--- src/rtl/slow_multiplication_pkg.sv ---
// rtl/slow_multiplication_pkg.sv - shared constants for the shift-and-add multiplier
//
// Purpose : holds the default operand width used by the multiplier and its
//           stage sub-module, so both agree on one value.
// Ports   : none (package).

package slow_multiplication_pkg;

    // Default operand width; the multiplier supports 2 to 32 bits.
    localparam int DEFAULT_WIDTH = 6;

endpackage : slow_multiplication_pkg

--- src/rtl/slow_multiplication_stage.sv ---
// rtl/slow_multiplication_stage.sv - one registered shift-and-add stage
//
// Purpose : adds at most one partial product (the multiplicand shifted left by
//           SHIFT) to the running sum, and forwards the multiplicand and the
//           multiplier (shifted right by one) to the next stage.
// Ports   :
//   clk             - rising-edge clock
//   reset           - asynchronous active-high clear of all stage registers
//   enable          - stage captures only when high, otherwise holds
//   in_1_prev       - multiplicand from the previous stage (or the input)
//   in_2_prev       - remaining multiplier bits; bit 0 selects this partial product
//   acc_prev        - running sum from the previous stage
//   in_1_hist       - registered multiplicand
//   in_2_shift_next - registered multiplier shifted right by one
//   acc             - registered running sum

module slow_multiplication_stage
    import slow_multiplication_pkg::*;
#(
    parameter int WIDTH = DEFAULT_WIDTH,
    parameter int SHIFT = 0
) (
    input  logic                 clk,
    input  logic                 reset,
    input  logic                 enable,
    input  logic [WIDTH-1:0]     in_1_prev,
    input  logic [WIDTH-1:0]     in_2_prev,
    input  logic [2*WIDTH-1:0]   acc_prev,
    output logic [WIDTH-1:0]     in_1_hist,
    output logic [WIDTH-1:0]     in_2_shift_next,
    output logic [2*WIDTH-1:0]   acc
);

    logic [2*WIDTH-1:0] partial;

    // Multiplicand is widened before shifting so no high bits are lost.
    always_comb begin
        partial = '0;
        if (in_2_prev[0]) begin
            partial = {{WIDTH{1'b0}}, in_1_prev} << SHIFT;
        end
    end

    always_ff @(posedge clk or posedge reset) begin
        if (reset) begin
            in_1_hist       <= '0;
            in_2_shift_next <= '0;
            acc             <= '0;
        end else if (enable) begin
            in_1_hist       <= in_1_prev;
            in_2_shift_next <= in_2_prev >> 1;
            acc             <= acc_prev + partial;
        end
    end

endmodule : slow_multiplication_stage

--- src/rtl/slow_multiplication.sv ---
// rtl/slow_multiplication.sv - pipelined unsigned shift-and-add multiplier
//
// Purpose : computes out = in_1 * in_2 (unsigned, full 2*WIDTH-bit product)
//           through WIDTH register stages, one partial product per stage.
//           Accepts a new operand pair on every enabled cycle; the product
//           appears exactly WIDTH enabled edges later.
// Ports   :
//   clk    - rising-edge clock
//   reset  - asynchronous active-high; clears every stage and out
//   enable - pipeline advance; when low all registers hold
//   in_1   - unsigned multiplicand, WIDTH bits
//   in_2   - unsigned multiplier, WIDTH bits
//   out    - registered unsigned product, 2*WIDTH bits

module slow_multiplication
    import slow_multiplication_pkg::*;
#(
    parameter int WIDTH = DEFAULT_WIDTH
) (
    input  logic                 clk,
    input  logic                 reset,
    input  logic                 enable,
    input  logic [WIDTH-1:0]     in_1,
    input  logic [WIDTH-1:0]     in_2,
    output logic [2*WIDTH-1:0]   out
);

    localparam int LAST = WIDTH - 2;
    localparam logic [2*WIDTH-1:0] ZERO_ACC = '0;
    localparam logic [WIDTH-1:0]   LSB_MASK = WIDTH'(1);

    logic [WIDTH-1:0]   in_1_history [0:WIDTH-2];
    logic [WIDTH-1:0]   in_2_shift   [0:WIDTH-2];
    logic [2*WIDTH-1:0] tmp_result   [0:WIDTH-2];

    // Stages 0 .. WIDTH-2; stage k contributes in_1 << k when multiplier bit k is set.
    genvar k;
    generate
        for (k = 0; k <= LAST; k++) begin : g_stage
            if (k == 0) begin : g_first
                slow_multiplication_stage #(
                    .WIDTH (WIDTH),
                    .SHIFT (0)
                ) u_stage (
                    .clk             (clk),
                    .reset           (reset),
                    .enable          (enable),
                    .in_1_prev       (in_1),
                    .in_2_prev       (in_2),
                    .acc_prev        (ZERO_ACC),
                    .in_1_hist       (in_1_history[0]),
                    .in_2_shift_next (in_2_shift[0]),
                    .acc             (tmp_result[0])
                );
            end else begin : g_next
                slow_multiplication_stage #(
                    .WIDTH (WIDTH),
                    .SHIFT (k)
                ) u_stage (
                    .clk             (clk),
                    .reset           (reset),
                    .enable          (enable),
                    .in_1_prev       (in_1_history[k-1]),
                    .in_2_prev       (in_2_shift[k-1]),
                    .acc_prev        (tmp_result[k-1]),
                    .in_1_hist       (in_1_history[k]),
                    .in_2_shift_next (in_2_shift[k]),
                    .acc             (tmp_result[k])
                );
            end
        end
    endgenerate

    // Final stage: only the top multiplier bit remains, so just the sum is kept.
    logic               last_select;
    logic [2*WIDTH-1:0] last_partial;

    always_comb begin
        last_select  = |(in_2_shift[LAST] & LSB_MASK);
        last_partial = '0;
        if (last_select) begin
            last_partial = {{WIDTH{1'b0}}, in_1_history[LAST]} << (WIDTH - 1);
        end
    end

    always_ff @(posedge clk or posedge reset) begin
        if (reset) begin
            out <= '0;
        end else if (enable) begin
            out <= tmp_result[LAST] + last_partial;
        end
    end

endmodule : slow_multiplication

--- config.mk ---
export PLATFORM = sky130hd
export DESIGN_NAME = slow_multiplication
export DESIGN_NICKNAME = d
export VERILOG_FILES = /design/src/rtl/slow_multiplication_pkg.sv /design/src/rtl/slow_multiplication_stage.sv /design/src/rtl/slow_multiplication.sv
export SDC_FILE = /design/constraint.sdc
export NUM_CORES = 1
export LEC_CHECK = 0
export CORE_AREA = 3 3 107 109
export CTS_CLUSTER_DIAMETER = 40
export DETAILED_ROUTE_END_ITERATION = 7
export DIE_AREA = 0 0 110 112
export GPL_ROUTABILITY_DRIVEN = 0
export GPL_TIMING_DRIVEN = 1
export MAX_ROUTING_LAYER = met4
export PLACE_DENSITY = 0.76
export SETUP_SLACK_MARGIN = 0.02
export SYNTH_ARGS = -nofsm -noshare
export SYNTH_HDL_FRONTEND = slang
export SYNTH_SLANG_ARGS = --single-unit
export TNS_END_PERCENT = 20
--- constraint.sdc ---
create_clock -name clk -period 5.7 [get_ports clk]
set_input_delay 1.14 -clock clk [delete_from_list [all_inputs] [get_ports clk]]
set_output_delay 1.14 -clock clk [all_outputs]
set_load 0.05 [all_outputs]
==> results of run 1 <==
## sequential cells by signal, indices dropped and copies added (netlist names)
register,cells
g_stage.g_first.u_stage.acc,6
g_stage.g_first.u_stage.in_1_hist,6
g_stage.g_first.u_stage.in_2_shift_next,5
g_stage.g_next.u_stage.acc,38
g_stage.g_next.u_stage.in_1_hist,24
g_stage.g_next.u_stage.in_2_shift_next,10
out,12
## layer usage
layer / part of all wire [%] / vias to the layer above / global-route usage [%]
met5: 0 / - / -
met4: 2.0 / 0 / 6.73
met3: 2.6 / 14 / 3.01
met2: 49 / 31 / 23.3
met1: 46 / 1490 / 18.6
li1: - / 1475 / -
## cell usage in the layout, fill, tap and decap left out, types with 2 or more instances in the layout
master           Yosys  routed
a21oi_1             13      13
mux2_2              77      77
buf_4                6       3
clkinv_2             0       2
clkdlybuf4s50_1      0      25
nor2b_1              6       6
and2_1              24      24
mux2_4               3       3
nor3_1               2       2
clkbuf_8             0      10
a21o_1               5       5
o31a_1               4       4
xor2_1               4       4
nor2_1              11      11
a21oi_2              4       4
ha_1                29      29
mux2i_1              2       2
a31oi_1              4       4
o21ai_1              4       4
o211ai_1             5       5
inv_1               28      27
nand3_1              6       6
xnor2_1             11      11
dfrtp_1            101     101
fa_1                 5       5
nand2_1             10      10
o21ai_0             20      20
a211oi_2             4       4
o21a_1               5       5
## metrics by stage
stage          setup WS [ps]  power [W]  instance area, sq um  instances
3_5_place_dp            2780    0.00201                  5400        560
3_3_place_gp            2830    0.00198                  5400        560
4_1_cts                 2970    0.00246                  5590        575
5_1_grt                 2930    0.00260                  5590        575
6_report                3010    0.00242                  5590        575
2_1_floorplan           1910    0.00177                  5030        405
## power breakdown
| part | switching [W] | leakage [nW] | total (W) | internal (W) |
|---|---|---|---|---|
| registers | 0.000125 | 1.21 | 0.00104 | 0.000917 |
| logic | 0.000482 | 1.17 | 0.000943 | 0.000461 |
| clock network | 0.000228 | 0.0992 | 0.000440 | 0.000212 |
| total | 0.000835 | 2.49 | 0.00242 | 0.00159 |
## area by class of cell
type	count	area [sq um]	area share [%]
clock buffers	11	141	2.53
clock inverters	4	48.8	0.873
inverters	28	108	1.93
multi-input cells	263	2320	41.4
flip-flops and latches	101	2530	45.2
well taps	140	175	3.13
repair buffers	28	273	4.88
## worst max-delay path by stage
stage                 from                                      end  slack, ps  cells past startpoint
finish              out[1]                                   out[1]       3010                      1
detailed placement  enable  g_stage[0].g_first.u_stage.in_1_hist[4]       2780                      3
CTS                 out[1]                                   out[1]       2970                      1
global route        out[1]                                   out[1]       2930                      1
global placement    enable   g_stage[4].g_next.u_stage.in_1_hist[4]       2830                      3
floorplan            reset        g_stage[0].g_first.u_stage.acc[0]       1910                      1
## logic make-up after synthesis
| group | after synthesis | share of synthesized area (%) |
|---|---|---|
| AOI/OAI and AO/OA | 73 | 9.60 |
| xor gates and xnor gates | 15 | 2.61 |
| adders and majority gates | 34 | 9.21 |
| buffers and inverters | 41 | 3.68 |
| DFF | 101 | 50.3 |
| muxes | 82 | 18.5 |
| and+or+nand+nor | 59 | 6.10 |
==> flow_summary.yaml, run 1 <==
min_path:
  min_delay_path_depth: 1
  holdPathEnd: "g_stage[1].g_next.u_stage.in_2_shift_next[2]"
  hp-start: "g_stage[1].g_next.u_stage.in_2_shift_next[2]"
  hp-class: "flop to flop"
sta:
  fmax_ghz: 0.372
  rsz0062_at_grt: "no"
  setup_tns_ps: 0
  finClkSkew_ps: 7.74
  max_slew_margin_pct: 51.3
  setup_viol: 0
  drv_slew: 0
  hold_violations: 0
  period_share_pct: 47.1
  min_period_ps: 2690
  whs_ps: 508
  tightest_slew_ps: 731
yosys:
  synth_cells: 405
  synth_top_area_share_pct: 50.3
  synth_fp_nets: 454
  netlist_area_sq_um: 5030
  synth-seq-cells: 101
  ys.flop_type: "dfrtp_1"
  yosysSeqAreaShare_pct: 50.3
  synthTopCellsByArea: "dfrtp_1 50%, mux2_2 17%, ha_1 7.2%"
  synth_cell_type_count: 32
  yosysMostFrequentCell: "dfrtp_1"
  syn_area_per_cell_sq_um: 12.4
  synth_common_cells: "101 x dfrtp_1, 77 x mux2_2, 29 x ha_1"
  yosys.area.top_type: "dfrtp_1"
  synth-edff-count: 0
  yosys_warnings: 0
  async_reset_ff_share_pct: 100
setup_path:
  path_cells: "clkdlybuf4s50_1"
  reg2reg_slack_ps: 3600
  worstPathBufferInverterCount: 1
  worstReg2RegStart: "g_stage[2].g_next.u_stage.in_2_shift_next[0]"
  rr_worst_depth: 8
  cp-end-kind: "output port"
  arrival_ps: 1550
  critPathLaunchType: "flop"
  crit_type: "flop to output port"
  slowest_delay_ps: 830
  crit_family: "buffers and inverters"
  critical_path.slowest_cell: "clkdlybuf4s50_1"
  r2r-end: "g_stage[3].g_next.u_stage.acc[7]"
  critical_path.max_fanout: 2
  crit_required_ps: 4560
place:
  portBuffers: 26
  place_hpwl_um: 5640
grt:
  grt_max_degree: 70
  grt_antenna_before_repair: 0
  grt_overflow: 0
  track_usage_pct: 14.9
  grt_pass1_wl_um: 14300
  grt_pass1_vias: 3200
clock_network:
  cts_resized: 0
  cts_root_buf: "clkbuf_8"
  clk_path_buf_depth: 2
  cts_tree: "built"
  ctsHoldBuffers: 0
  clkLatencyLatePin_ps: 360
  clk_pin_slew_worst_paths_ps: 80
  cts_made_buffers: 9
  cts_max_level: 3
  post_cts_buffers: 0
  clock-sinks: 101
floorplan:
  core_region_area_sq_um: 10700
  die_x_um: 110
  num_io_pins: 27
  die_area_sq_um: 12300
  num_rows: 38
  dieHeight_um: 112
  initial_utilization_pct: 47.0
route:
  vias_per_cell: 5.23
  drtIter0Drc: 107
  avgRoutedWirePerCell_um: 13.9
  routed-via-count: 3010
  route.detailed.drc: 0
  drtPass1Iterations: 4
  drt_wl_total_um: 7990
  postRouteAntennaNets: 0
final_layout:
  utilization_pct: 52.2
  fin_nets: 480
  syn2layout_area_growth_pct: 11.1
  n_fill_cell: 932
  antenna_cells: 0
  drive_gt1_share_pct: 24.6
pwr:
  leakagePower_nw: 2.49
  vdd_drop_max_mv: 0.240
  power_density_nw_per_um2: 434
flow_run:
  cap_violations: 0
run_status:
  outcome: "complete, no violations"
Power figures use the tool's default switching activity.
==> run 2, diff against run 1 <==
clock period = 2.6 ns   (was 5.7 ns; I/O delays follow)
==> flow_summary.yaml, run 2 (same netlist as run 1, synthesis figures left out) <==
run_status:
  outcome: "complete, no violations"
clock_network:
  clkLatencyLatePin_ps: 360
  cts_resized: 0
  cts_tree: "built"
  cts_max_level: 3
  cts_root_buf: "clkbuf_8"
  clock-sinks: 101
  clk_pin_slew_worst_paths_ps: 100
  clk_path_buf_depth: 2
  post_cts_buffers: 0
  cts_made_buffers: 9
  ctsHoldBuffers: 0
floorplan:
  core_region_area_sq_um: 10700
  die_area_sq_um: 12300
  initial_utilization_pct: 47.0
  dieHeight_um: 112
  num_rows: 38
  num_io_pins: 27
  die_x_um: 110
grt:
  grt_pass1_vias: 3186
  track_usage_pct: 16.1
  grt_pass1_wl_um: 15400
  grt_antenna_before_repair: 0
  grt_overflow: 0
  grt_max_degree: 102
final_layout:
  utilization_pct: 52.9
  fin_nets: 483
  final_cell_mix: "101 x dfrtp_1, 77 x mux2_2, 29 x ha_1, 27 x inv_1, 25 x clkdlybuf4s50_1"
  drive_gt1_share_pct: 25.3
  top_regs: "g_stage.g_next.u_stage.acc x38, g_stage.g_next.u_stage.in_1_hist x24, out x12"
  top_register: "g_stage.g_next.u_stage.acc"
  n_fill_cell: 921
  antenna_cells: 0
  final_common_cell: "dfrtp_1"
  largest_register_ff_count: 38
  syn2layout_area_growth_pct: 12.5
sta:
  tightest_slew_ps: 549
  hold_violations: 0
  setup_tns_ps: 0
  worst_slack_ps: 535
  drv_slew: 0
  whs_ps: 511
  period_share_pct: 79.4
  min_period_ps: 2070
  max_slew_margin_pct: 63.4
  finClkSkew_ps: 8.32
  rsz0062_at_grt: "no"
  setup_viol: 0
  fmax_ghz: 0.484
place:
  dp_slack_ps: 634
  portBuffers: 26
  place_hpwl_um: 6260
route:
  avgRoutedWirePerCell_um: 15.0
  drtPass1Iterations: 4
  drtIter0Drc: 190
  vias_per_cell: 5.16
  routed-via-count: 2986
  drt_wl_total_um: 8660
  route.detailed.drc: 0
  postRouteAntennaNets: 0
setup_path:
  cp-end-kind: "output port"
  cp.depth: 1
  worstPathBufferInverterCount: 1
  critPathLaunchType: "flop"
  critical_path.max_fanout: 2
  path_cells: "clkdlybuf4s50_1"
  crit_required_ps: 2080
  crit_family: "buffers and inverters"
  arrival_ps: 1550
  critical_path.slowest_cell: "clkdlybuf4s50_1"
  slowest_delay_ps: 810
  crit_type: "flop to output port"
  rr_worst_depth: 8
pwr:
  power_density_nw_per_um2: 964
  leakagePower_nw: 2.51
  vdd_drop_max_mv: 0.569
min_path:
  hp-class: "flop to flop"
  min_delay_path_depth: 1
flow_run:
  cap_violations: 0
==> run 2: cell count changes in the layout (fill, tap and decap cells not counted) <==
cell        before  now
clkinv_2         2    0
buf_4            3    4
inv_8            0    1
clkinvlp_4       0    2
inv_4            1    0
clkinv_4         1    0
inv_6            0    2
buf_12           0    2
==> run 2: report_power, final <==
part           internal, W  switching, W  total [W]
Combinational      0.00102       0.00110    0.00212
Sequential         0.00201      0.000274    0.00228
Clock             0.000486      0.000561    0.00105
Total              0.00352       0.00194    0.00545
==> run 2: path summary, 6_finish.rpt <==
check,startpoint,to,slack (ps)
worst max-delay path,out[7],out[7],530
worst min-delay path,g_stage[3].g_next.u_stage.acc[3],g_stage[3].g_next.u_stage.acc[3],510
worst max register to register,g_stage[3].g_next.u_stage.in_2_shift_next[0],g_stage[4].g_next.u_stage.acc[8],590
worst min register to register,g_stage[3].g_next.u_stage.acc[3],g_stage[3].g_next.u_stage.acc[3],510
max in group asynchronous,reset,g_stage[3].g_next.u_stage.acc[9],1540
min in group asynchronous,reset,g_stage[2].g_next.u_stage.acc[8],640
==> run 2: stage by stage <==
step | instances | total power (W) | area [sq um]
after detailed placement | 563 | 0.00444 | 5450
after CTS | 579 | 0.00552 | 5660
final | 579 | 0.00545 | 5660
after floorplan | 405 | 0.00388 | 5030
after global routing | 579 | 0.00584 | 5660
after global placement | 563 | 0.00436 | 5450
==> run 2: layer usage <==
metal | up-vias | GRT usage, % | wire, um
met4 | 0 | 4.74 | 89
met5 | - | - | 0
met3 | 7 | 2.43 | 164
met1 | 1478 | 21.8 | 4110
li1 | 1475 | - | -
met2 | 26 | 25.1 | 4300
==> run 2: area by class of cell <==
type / instances / area [sq um] / share of cell area [%]
clock buffers: 11 / 141 / 2.50
flip-flops and latches: 101 / 2530 / 44.7
well taps: 140 / 175 / 3.10
inverters: 28 / 109 / 1.92
multi-input cells: 263 / 2320 / 41.0
repair buffers: 31 / 320 / 5.66
clock inverters: 5 / 66.3 / 1.17
==> run 3, diff against run 2 <==
clock period = 2.2 ns   (was 2.6 ns; I/O delays follow)
==> flow_summary.yaml, run 3 (same netlist as run 1, synthesis figures left out) <==
final_layout:
  largest_register_ff_count: 38
  top_register: "g_stage.g_next.u_stage.acc"
  post-route-cell-area_sq_um: 5660
  antenna_cells: 0
  instances_no_fill: 578
  fin_nets: 482
  utilization_pct: 52.9
  syn2layout_area_growth_pct: 12.5
  final_cell_mix: "99 x dfrtp_1, 77 x mux2_2, 29 x ha_1, 27 x inv_1, 25 x clkdlybuf4s50_1"
  top_regs: "g_stage.g_next.u_stage.acc x38, g_stage.g_next.u_stage.in_1_hist x24, out x12"
  final_common_cell: "dfrtp_1"
  drive_gt1_share_pct: 26.0
grt:
  grt_max_degree: 80
  grt_pass1_vias: 3182
  grt_pass1_wl_um: 15000
  grt_antenna_before_repair: 0
  track_usage_pct: 15.7
  grt_overflow: 0
sta:
  setup_tns_ps: 0
  max_slew_margin_pct: 66.1
  setup_viol: 0
  drv_slew: 0
  tightest_slew_ps: 507
  hold_violations: 0
  min_period_ps: 2060
  period_share_pct: 93.5
  fmax_ghz: 0.486
  finClkSkew_ps: 14.2
  rsz0062_at_grt: "yes"
pwr:
  power_density_nw_per_um2: 1130
  vdd_drop_max_mv: 0.803
  leakagePower_nw: 2.51
  power_w: 0.00637
route:
  drtIter0Drc: 100
  drtPass1Iterations: 4
  route.detailed.drc: 0
  drt_wl_total_um: 8320
  vias_per_cell: 5.10
  avgRoutedWirePerCell_um: 14.4
  postRouteAntennaNets: 0
  routed-via-count: 2947
place:
  portBuffers: 26
  placedCellCount: 562
  dpl_cell_area_sq_um: 5440
  place_hpwl_um: 5930
floorplan:
  die_area_sq_um: 12300
  num_rows: 38
  core_region_area_sq_um: 10700
  initial_utilization_pct: 47.0
  die_x_um: 110
  dieHeight_um: 112
  num_io_pins: 27
setup_path:
  arrival_ps: 2320
  rr_worst_depth: 8
  critical_path.max_fanout: 7
  r2r-end: "g_stage[3].g_next.u_stage.acc[7]"
  critPathLaunchType: "flop"
  crit_type: "flop to flop"
  reg2reg_slack_ps: 140
  worstReg2RegStart: "g_stage[2].g_next.u_stage.in_2_shift_next[0]"
  cp-end-kind: "flop"
  crit_required_ps: 2470
clock_network:
  clk_path_buf_depth: 2
  clk_pin_slew_worst_paths_ps: 110
  post_cts_buffers: 0
  cts_resized: 0
  cts_tree: "built"
  clkLatencyLatePin_ps: 370
  ctsHoldBuffers: 0
  cts_made_buffers: 9
  cts_root_buf: "clkbuf_8"
  cts_max_level: 3
  clock-sinks: 101
run_status:
  outcome: "complete, no violations"
min_path:
  hp-class: "input port to asynchronous set/reset pin"
flow_run:
  cap_violations: 0
run 3: layout make-up:
class	instances	area [sq um]
sequential	101	2530
clock inverter	7	86.3
multi-input combinational	263	2320
clock buffer	9	124
inverter	28	109
tap	140	175
fill	911	5040
timing repair buffer	30	313
run 3: worst max path at each step:
stage                                                            start                          endpoint  slack, ps  depth (start not counted)
after CTS                 g_stage[1].g_next.u_stage.in_2_shift_next[0]  g_stage[2].g_next.u_stage.acc[6]         80                          8
after floorplan           g_stage[1].g_next.u_stage.in_2_shift_next[0]  g_stage[2].g_next.u_stage.acc[6]        390                          8
after global routing      g_stage[2].g_next.u_stage.in_2_shift_next[0]  g_stage[3].g_next.u_stage.acc[7]         10                          8
after detailed placement  g_stage[2].g_next.u_stage.in_2_shift_next[0]  g_stage[3].g_next.u_stage.acc[7]        140                          8
after global placement    g_stage[2].g_next.u_stage.in_2_shift_next[0]  g_stage[3].g_next.u_stage.acc[7]        190                          8
final                     g_stage[2].g_next.u_stage.in_2_shift_next[0]  g_stage[3].g_next.u_stage.acc[7]        140                          8
run 3: power breakdown:
part | internal (W) | switching, W
sequential | 0.00238 | 0.000321
combinational | 0.00120 | 0.00127
clock | 0.000458 | 0.000738
run 3: worst max-delay path: stages (launching register included):
cell and delay (ps):
dfrtp_2 430, and2_1 140, ha_1 220, inv_1 80
fa_1 430, nor2b_1 170, o31a_1 170, a21oi_1 50
mux2_2 260
run 3: metrics by stage:
| stage | hold WS (ps) | setup slack, ps |
|---|---|---|
| after floorplan | 472 | 394 |
| after global placement | 484 | 187 |
| after detailed placement | 488 | 141 |
| after CTS | 347 | 78.5 |
| after global routing | 366 | 13.3 |
| final | 344 | 143 |
run 3: per-layer routing:
metal	global-route usage [%]	wire length [um]	vias up
met5	-	0	-
met4	4.49	108	0
met3	2.78	160	12
met2	24.6	3990	28
met1	21.1	4060	1440
li1	-	-	1467
